**src/rtl/regfile_scoreboard_m.sv**
```systemverilog
// regfile_scoreboard_m
// Register file with a per-register pending-write scoreboard. It has two
// registered read ports (port 2 carries the immediate/ALU-source mux), one
// write port, and a hardwired-zero register. Issue marks a destination
// pending and writeback clears it. Per-operand busy flags and an advisory
// stall are exported, all registered.
//
// Configuration macro: REGFILE_BYPASS_EN
//   defined   : read data and busy flags forward the same-cycle write/issue
//   undefined : reads observe pre-edge array contents and pending bits
//
// Ports:
//   clk, rst_n          rising-edge clock, async active-low reset
//   rd_addr1/rd_addr2   read indices
//   imm, alu_src        immediate for port 2 and its select (1 = imm)
//   wr_en/addr/data     write port
//   issue_en/addr       mark destination of a launched multi-cycle op
//   rd_data1/rd_data2   registered read data
//   busy1/busy2/stall   registered scoreboard status
module regfile_scoreboard_m #(
  parameter int unsigned DATA_W   = 32,
  parameter int unsigned ADDR_W   = 5,
  parameter int unsigned ZERO_REG = 31
) (
  input  logic              clk,
  input  logic              rst_n,
  input  logic [ADDR_W-1:0] rd_addr1,
  input  logic [ADDR_W-1:0] rd_addr2,
  input  logic [DATA_W-1:0] imm,
  input  logic              alu_src,
  input  logic              wr_en,
  input  logic [ADDR_W-1:0] wr_addr,
  input  logic [DATA_W-1:0] wr_data,
  input  logic              issue_en,
  input  logic [ADDR_W-1:0] issue_addr,
  output logic [DATA_W-1:0] rd_data1,
  output logic [DATA_W-1:0] rd_data2,
  output logic              busy1,
  output logic              busy2,
  output logic              stall
);

  localparam int unsigned DEPTH = 2 ** ADDR_W;
  localparam logic [ADDR_W-1:0] ZERO_A = ADDR_W'(ZERO_REG);

  logic [DATA_W-1:0] mem_q [DEPTH];
  logic [DATA_W-1:0] mem_d [DEPTH];
  logic [DEPTH-1:0]  pending_q, pending_d;

  logic [DATA_W-1:0] rd_data1_q, rd_data1_d;
  logic [DATA_W-1:0] rd_data2_q, rd_data2_d;
  logic              busy1_q, busy1_d;
  logic              busy2_q, busy2_d;
  logic              stall_q, stall_d;

  logic wr_ok_c;
  logic issue_ok_c;

  // Writes and issues aimed at the zero register are dropped.
  assign wr_ok_c    = wr_en    && (wr_addr    != ZERO_A);
  assign issue_ok_c = issue_en && (issue_addr != ZERO_A);

  // Next-state array and scoreboard; issue is applied after the write so a
  // same-cycle issue to the written index leaves it pending (new producer).
  always_comb begin
    mem_d     = mem_q;
    pending_d = pending_q;
    if (wr_ok_c) begin
      mem_d[wr_addr]     = wr_data;
      pending_d[wr_addr] = 1'b0;
    end
    if (issue_ok_c) begin
      pending_d[issue_addr] = 1'b1;
    end
  end

  // Read data and busy flags; the bypass build reads the next-state copies.
  always_comb begin
    rd_data1_d = '0;
    rd_data2_d = '0;
    busy1_d    = 1'b0;
    busy2_d    = 1'b0;
`ifdef REGFILE_BYPASS_EN
    if (rd_addr1 != ZERO_A) begin
      rd_data1_d = mem_d[rd_addr1];
      busy1_d    = pending_d[rd_addr1];
    end
    if (alu_src) begin
      rd_data2_d = imm;
    end else if (rd_addr2 != ZERO_A) begin
      rd_data2_d = mem_d[rd_addr2];
      busy2_d    = pending_d[rd_addr2];
    end
`else
    if (rd_addr1 != ZERO_A) begin
      rd_data1_d = mem_q[rd_addr1];
      busy1_d    = pending_q[rd_addr1];
    end
    if (alu_src) begin
      rd_data2_d = imm;
    end else if (rd_addr2 != ZERO_A) begin
      rd_data2_d = mem_q[rd_addr2];
      busy2_d    = pending_q[rd_addr2];
    end
`endif
    stall_d = busy1_d | busy2_d;
  end

  // State and output registers.
  always_ff @(posedge clk or negedge rst_n) begin
    if (!rst_n) begin
      mem_q      <= '{default: '0};
      pending_q  <= '0;
      rd_data1_q <= '0;
      rd_data2_q <= '0;
      busy1_q    <= 1'b0;
      busy2_q    <= 1'b0;
      stall_q    <= 1'b0;
    end else begin
      mem_q      <= mem_d;
      pending_q  <= pending_d;
      rd_data1_q <= rd_data1_d;
      rd_data2_q <= rd_data2_d;
      busy1_q    <= busy1_d;
      busy2_q    <= busy2_d;
      stall_q    <= stall_d;
    end
  end

  assign rd_data1 = rd_data1_q;
  assign rd_data2 = rd_data2_q;
  assign busy1    = busy1_q;
  assign busy2    = busy2_q;
  assign stall    = stall_q;

endmodule

```
**config.mk**
```make
export PLATFORM = sky130hd
export DESIGN_NAME = regfile_scoreboard_m
export DESIGN_NICKNAME = d
export VERILOG_FILES = /design/src/rtl/regfile_scoreboard_m.sv
export SDC_FILE = /design/constraint.sdc
export NUM_CORES = 2
export LEC_CHECK = 0
export ABC_AREA = 0
export BUFFER_PORTS_ARGS = -buffer_cell sky130_fd_sc_hd__buf_2
export CAP_MARGIN = 20
export CORE_MARGIN = 10
export CORE_UTILIZATION = 55
export CTS_CLUSTER_SIZE = 24
export DETAILED_ROUTE_END_ITERATION = 12
export HOLD_SLACK_MARGIN = 0.05
export PLACE_DENSITY = 0.79
export SYNTH_ARGS = -nofsm -noshare
export SYNTH_HDL_FRONTEND = slang
export SYNTH_SLANG_ARGS = --single-unit
```
**constraint.sdc**
```tcl
create_clock -name clk -period 5.6 [get_ports clk]
set_clock_uncertainty 0.15 [all_clocks]
set_input_delay 0.28 -clock clk [delete_from_list [all_inputs] [get_ports clk]]
set_output_delay 0.28 -clock clk [all_outputs]
set_load 0.01 [all_outputs]
```
Word-level counts from Yosys, hierarchy flattened
Index checks and enable logic that the tools add are counted.
{ "totals": {"regBits": 1123, "inputBits": 89, "out_inout_bits": 67, "elab_cells": 89} }
{ "classes": {"order_cmp": 10, "eq_ne": 4, "muxes": 25, "n_bitwise": 7, "reduce_logical": 5} }
{ "op_table": {"columns": ["operator", "count"], "rows": [
  ["1024-bit bitwise mux", 1],
  ["32-bit binary-select mux with 5-bit select", 2],
  ["32-bit two-way mux", 10],
  ["32-bit demux with 5-bit select", 1],
  ["32-bit AND", 1],
  ["32-bit NOT", 1],
  ["32-bit OR", 1],
  ["5-bit by 6-bit less-than comparator with 1-bit output (second input constant)", 4],
  ["5-bit inequality test (second input constant)", 4],
  ["6-bit greater-or-equal comparator (second input constant)", 3],
  ["5-bit NOT with 6-bit output", 3],
  ["1-bit binary-select mux with 5-bit select", 2],
  ["1-bit demux with 5-bit select", 2],
  ["5-bit by 1-bit greater-or-equal comparator with 1-bit output (second input constant)", 2],
  ["1-bit two-way mux", 7],
  ["6-bit by 1-bit less-than comparator with 1-bit output (second input constant)", 1],
  ["1-bit logical AND", 5],
  ["1-bit OR", 1]
]} }

Depth between registers and ports, before layout
{ "depth": {"word_depth": 9, "mapped_depth": 9, "mapped_depth_nobuf": 4} }

Worst setup path after synthesis
OpenSTA, ideal clock, no wires.
{ "synth_timing": {"path_kind": "input to register", "start": "in rd_addr2[2]", "end": "reg rd_data2_q[0] (netlist: rd_data2[0])", "setup_ns": 0.126, "arrival_time_ns": 2.069, "t_required_ns": 5.324, "setup_slack_ns": 3.255, "stages": 4, "path_buffers": 2, "cell_sequence": "clkbuf_1 > buf_1 > mux4_2 > a221o_1"} }
{ "synth_between": {"elab_chain_len": 6, "word_cells_on_any_way": 7, "cone_classes": "eq/ne: 1; mux: 5; bitwise: 1"} }
{ "synth_rtl": {"columns": ["item", "line_no", "rtl"], "rows": [
  ["from (decl)", "28", "input logic [ADDR_W-1:0] rd_addr2,"],
  ["5-bit NOT with 6-bit output (not written as such)", "102", "rd_data2_d = mem_q[rd_addr2];"],
  ["32-bit binary-select mux with 5-bit select", "102", null],
  ["32-bit two-way mux (not written as such) (2 in series)", "102", null],
  ["32-bit two-way mux *", "101", "end else if (rd_addr2 != ZERO_A) begin"],
  ["32-bit two-way mux *", "99", "if (alu_src) begin"],
  ["via rd_data2_d[0]", "51", "logic [DATA_W-1:0] rd_data2_q, rd_data2_d;"],
  ["to (signal assigned)", "123", "rd_data2_q <= rd_data2_d;"],
  ["to (decl)", "51", null]
]} }
The timed path passes the listed nets; every way through them passes the cells marked *. The select of a mux whose other input is x is not followed.
A chain may end at the register's enable or synchronous reset.

Worst setup path after layout
{ "layout_timing": {"start": "in wr_addr[2]", "end": "reg mem_q[266] (netlist bit)"} }
{ "layout_between": {"elab_chain_len": 6, "word_cells_on_any_way": 9, "cone_classes": "order compare: 2; eq/ne: 1; mux: 3; bitwise: 1; reduce/logical: 2"} }
{ "layout_rtl": {"columns": ["item", "line_no", "rtl"], "rows": [
  ["from (decl)", "32", "input logic [ADDR_W-1:0] wr_addr,"],
  ["5-bit NOT with 6-bit output (not written as such)", "69", "mem_d[wr_addr] = wr_data;"],
  ["6-bit greater-or-equal comparator (not written as such) / 6-bit by 1-bit less-than comparator with 1-bit output (equally long branches)", "69", null],
  ["1-bit logical AND (not written as such)", "69", null],
  ["32-bit two-way mux (not written as such)", "69", null],
  ["32-bit demux with 5-bit select", "69", null],
  ["1024-bit bitwise mux", "69", null],
  ["to (signal assigned)", "120", "mem_q <= mem_d;"],
  ["to (decl)", "46", "logic [DATA_W-1:0] mem_q [DEPTH];"]
]} }
Parallel ways exist; a longest one is shown, timed or not.

==> results.json <==
{
  "status": "finished clean",
  "final_common_cell": "dfrtp_1",
  "cts_tree": "built",
  "grt-ovfl-total": 0,
  "rsz0062_at_grt": "no",
  "power.share.sequential": 0.468,
  "synth_cell_types": 42,
  "fmax_mhz": 317,
  "clk_pin_slew_ns": 0.06,
  "seq_area_frac_synth": 0.487,
  "p_int_mw": 16.9,
  "min_period_ns": 3.15,
  "ctsRootBufferMaster": "clkbuf_16",
  "htree_num_levels": 3,
  "rows": 118,
  "firstDrtPassIters": 7,
  "p_per_area_mw_per_mm2": 361,
  "antenna_found_initial": 19,
  "switchingPower_mw": 6.21,
  "grt_pass1_wl_mm": 256,
  "place.gp.congestion": 0.845,
  "clock_latency_ns": 0.69,
  "switching_share": 0.269,
  "numCtsBuffers": 113,
  "gr-usage-met2": 0.441,
  "grtUsageMet3": 0.0745,
  "cts-resized-gates": 0,
  "drt_iter0_markers": 4247,
  "clock_path_buffers": 3,
  "multi_input_area_sq_mm": 0.0280,
  "fin_ws_ns": 2.45,
  "vias": 36600,
  "cp_max_fo": 20,
  "critical_path.endpoint_type": "flop",
  "peakVddDrop_mv": 0.284,
  "holdCritPathClass": "input pin to flop",
  "clock-sinks": 1123,
  "grt_max_degree": 157,
  "required_ns": 6.01,
  "worst_pin_slew_ns": 1.18,
  "die_h_um": 344,
  "yosys.area.top_type": "dfrtp_1",
  "top_usage_layer": "met2",
  "avgViaCountPerCell": 7.11,
  "grt.met1_usage": 0.398,
  "n_fill_cell": 7427,
  "grt_pass1_vias": 38000,
  "core_area_sq_mm": 0.104,
  "yosys.area.top_type_share": 0.487,
  "comb_power_share": 0.198,
  "drive_gt1_frac": 0.535,
  "hold_buffers": 51,
  "io_pins": 156,
  "tns_ns": 0,
  "setup_viol": 0,
  "wl_per_cell_um": 33.5,
  "synth_fp_nets": 3784,
  "hold_slack_ns": 0.0724,
  "critical_path_class": "input pin to flop",
  "seqCellArea_sq_mm": 0.0281,
  "p_clk_frac": 0.334,
  "arrival_ns": 3.56,
  "final_net_count": 3755,
  "initial_core_util": 0.556,
  "drc": 0,
  "ant_nets": 0,
  "die_area_sq_mm": 0.118,
  "relSlewSlack": 0.212,
  "wl_mm": 172,
  "hpwl_mm": 98.7,
  "yosysWarnings": 0,
  "cp-start-kind": "input pin",
  "syn_area_per_cell_sq_um": 15.6,
  "final_util": 0.614,
  "ys_ff_latch": 1123,
  "portBuffers": 155,
  "dp_slack_ns": 2.29,
  "synth_cells": 3695,
  "final_cell_mix": "1123 x dfrtp_1, 1054 x mux2_2, 495 x mux4_2",
  "p_leak_nw": 27.8,
  "cap_violations": 0,
  "synthTopCellsByArea": "dfrtp_1 49%, mux2_2 21%, mux4_2 19%",
  "synthesis.area_sq_mm": 0.0578,
  "track_usage": 0.291,
  "cts_setup_buffers": 0,
  "dieWidth_um": 344,
  "hold_violations": 0,
  "period_share": 0.563,
  "syn_to_final_growth_pct": 10.5,
  "slew_viol_final": 0
}
flip-flops by register name, indices dropped and copies added, names as in the netlist:
name / flops
stall: 1
mem_q: 1024
rd_data2: 32
busy2: 1
pending_q: 32
rd_data1: 32
busy1: 1
area by class of cell:
cell class | count | share of cell area
tap | 1380 | 0.0270
multi-input combinational | 2128 | 0.438
antenna | 6 | 0.000235
clock inverter | 42 | 0.00613
inverter | 14 | 0.000843
clock buffer | 165 | 0.0527
timing repair buffer | 286 | 0.0348
sequential | 1123 | 0.440
worst paths after layout:
kind                             start            to  slack, ns  depth (start not counted)
max                         wr_addr[2]    mem_q[266]       2.45                          7
max in group asynchronous        rst_n    mem_q[679]       3.75                          3
max reg2reg                 mem_q[821]  rd_data2[21]       3.06                          4
min in group asynchronous        rst_n   rd_data1[0]       0.09                          2
min                        wr_data[17]    mem_q[849]       0.07                          2
min reg2reg                  mem_q[11]     mem_q[11]       0.24                          0
power by group through the flow:
stage	Clock, mW	Sequential (mW)	Combinational [mW]
6_report	7.70	10.8	4.57
3_5_place_dp	0	10.9	4.51
2_1_floorplan	0	10.5	3.47
5_1_grt	8.09	11.0	4.87
4_1_cts	7.76	10.8	4.57
3_3_place_gp	0	10.8	4.39
critical path: stages:
cell and delay (ns):
dlygate4sd3_1 0.56, buf_2 0.24, nor2b_1 0.22, nand3_1 0.36, nor2_4 1.02, buf_4 0.46
mux2_2 0.38
synth_stat cells, drive strengths merged:
library cell     n
nand3           12
a22o            12
and3             4
nand4            2
o22a             1
clkbuf         278
o21ai           10
a211oi          31
mux2i          189
nor2b            7
nor3             8
clkinv           1
o2111ai          1
or2              1
buf            152
o221ai          60
or3b             1
o41ai            1
nor3b            5
o22ai           43
or4              1
a221o           34
a32o             3
a221oi          28
nand3b           1
nand2           47
a21oi           32
o211a            1
mux4           503
inv             13
nor2            22
dfrtp         1123
o2bb2ai          1
nand4b           5
mux2          1054
nand2b           7
nor4             1
per-layer routing:
layer / part of all wire / vias to the layer above
li1: - / 14300
met1: 0.38 / 19600
met2: 0.46 / 2176
met3: 0.11 / 467
met4: 0.046 / 12
met5: 0.00033 / -
logic make-up (layout without fill, tap and decap cells):
group	count (synthesis)	count (layout)	synth area share
other	0	6	0
multiplexers	1746	1746	0.435
flip-flops	1123	1123	0.487
AO/OA/AOI/OAI	258	258	0.0347
AND/OR/NAND/NOR	124	124	0.0105
buffers and inverters	444	507	0.0334
metrics by stage:
stage / cells / power [mW] / cell area [sq um]
5_1_grt: 5142 / 23.9 / 63800
6_report: 5144 / 23.1 / 63800
2_1_floorplan: 3695 / 14.0 / 57800
3_3_place_gp: 4878 / 15.1 / 59500
4_1_cts: 5137 / 23.1 / 63800
3_5_place_dp: 4879 / 15.4 / 59500
Power figures use the tool's default switching activity.
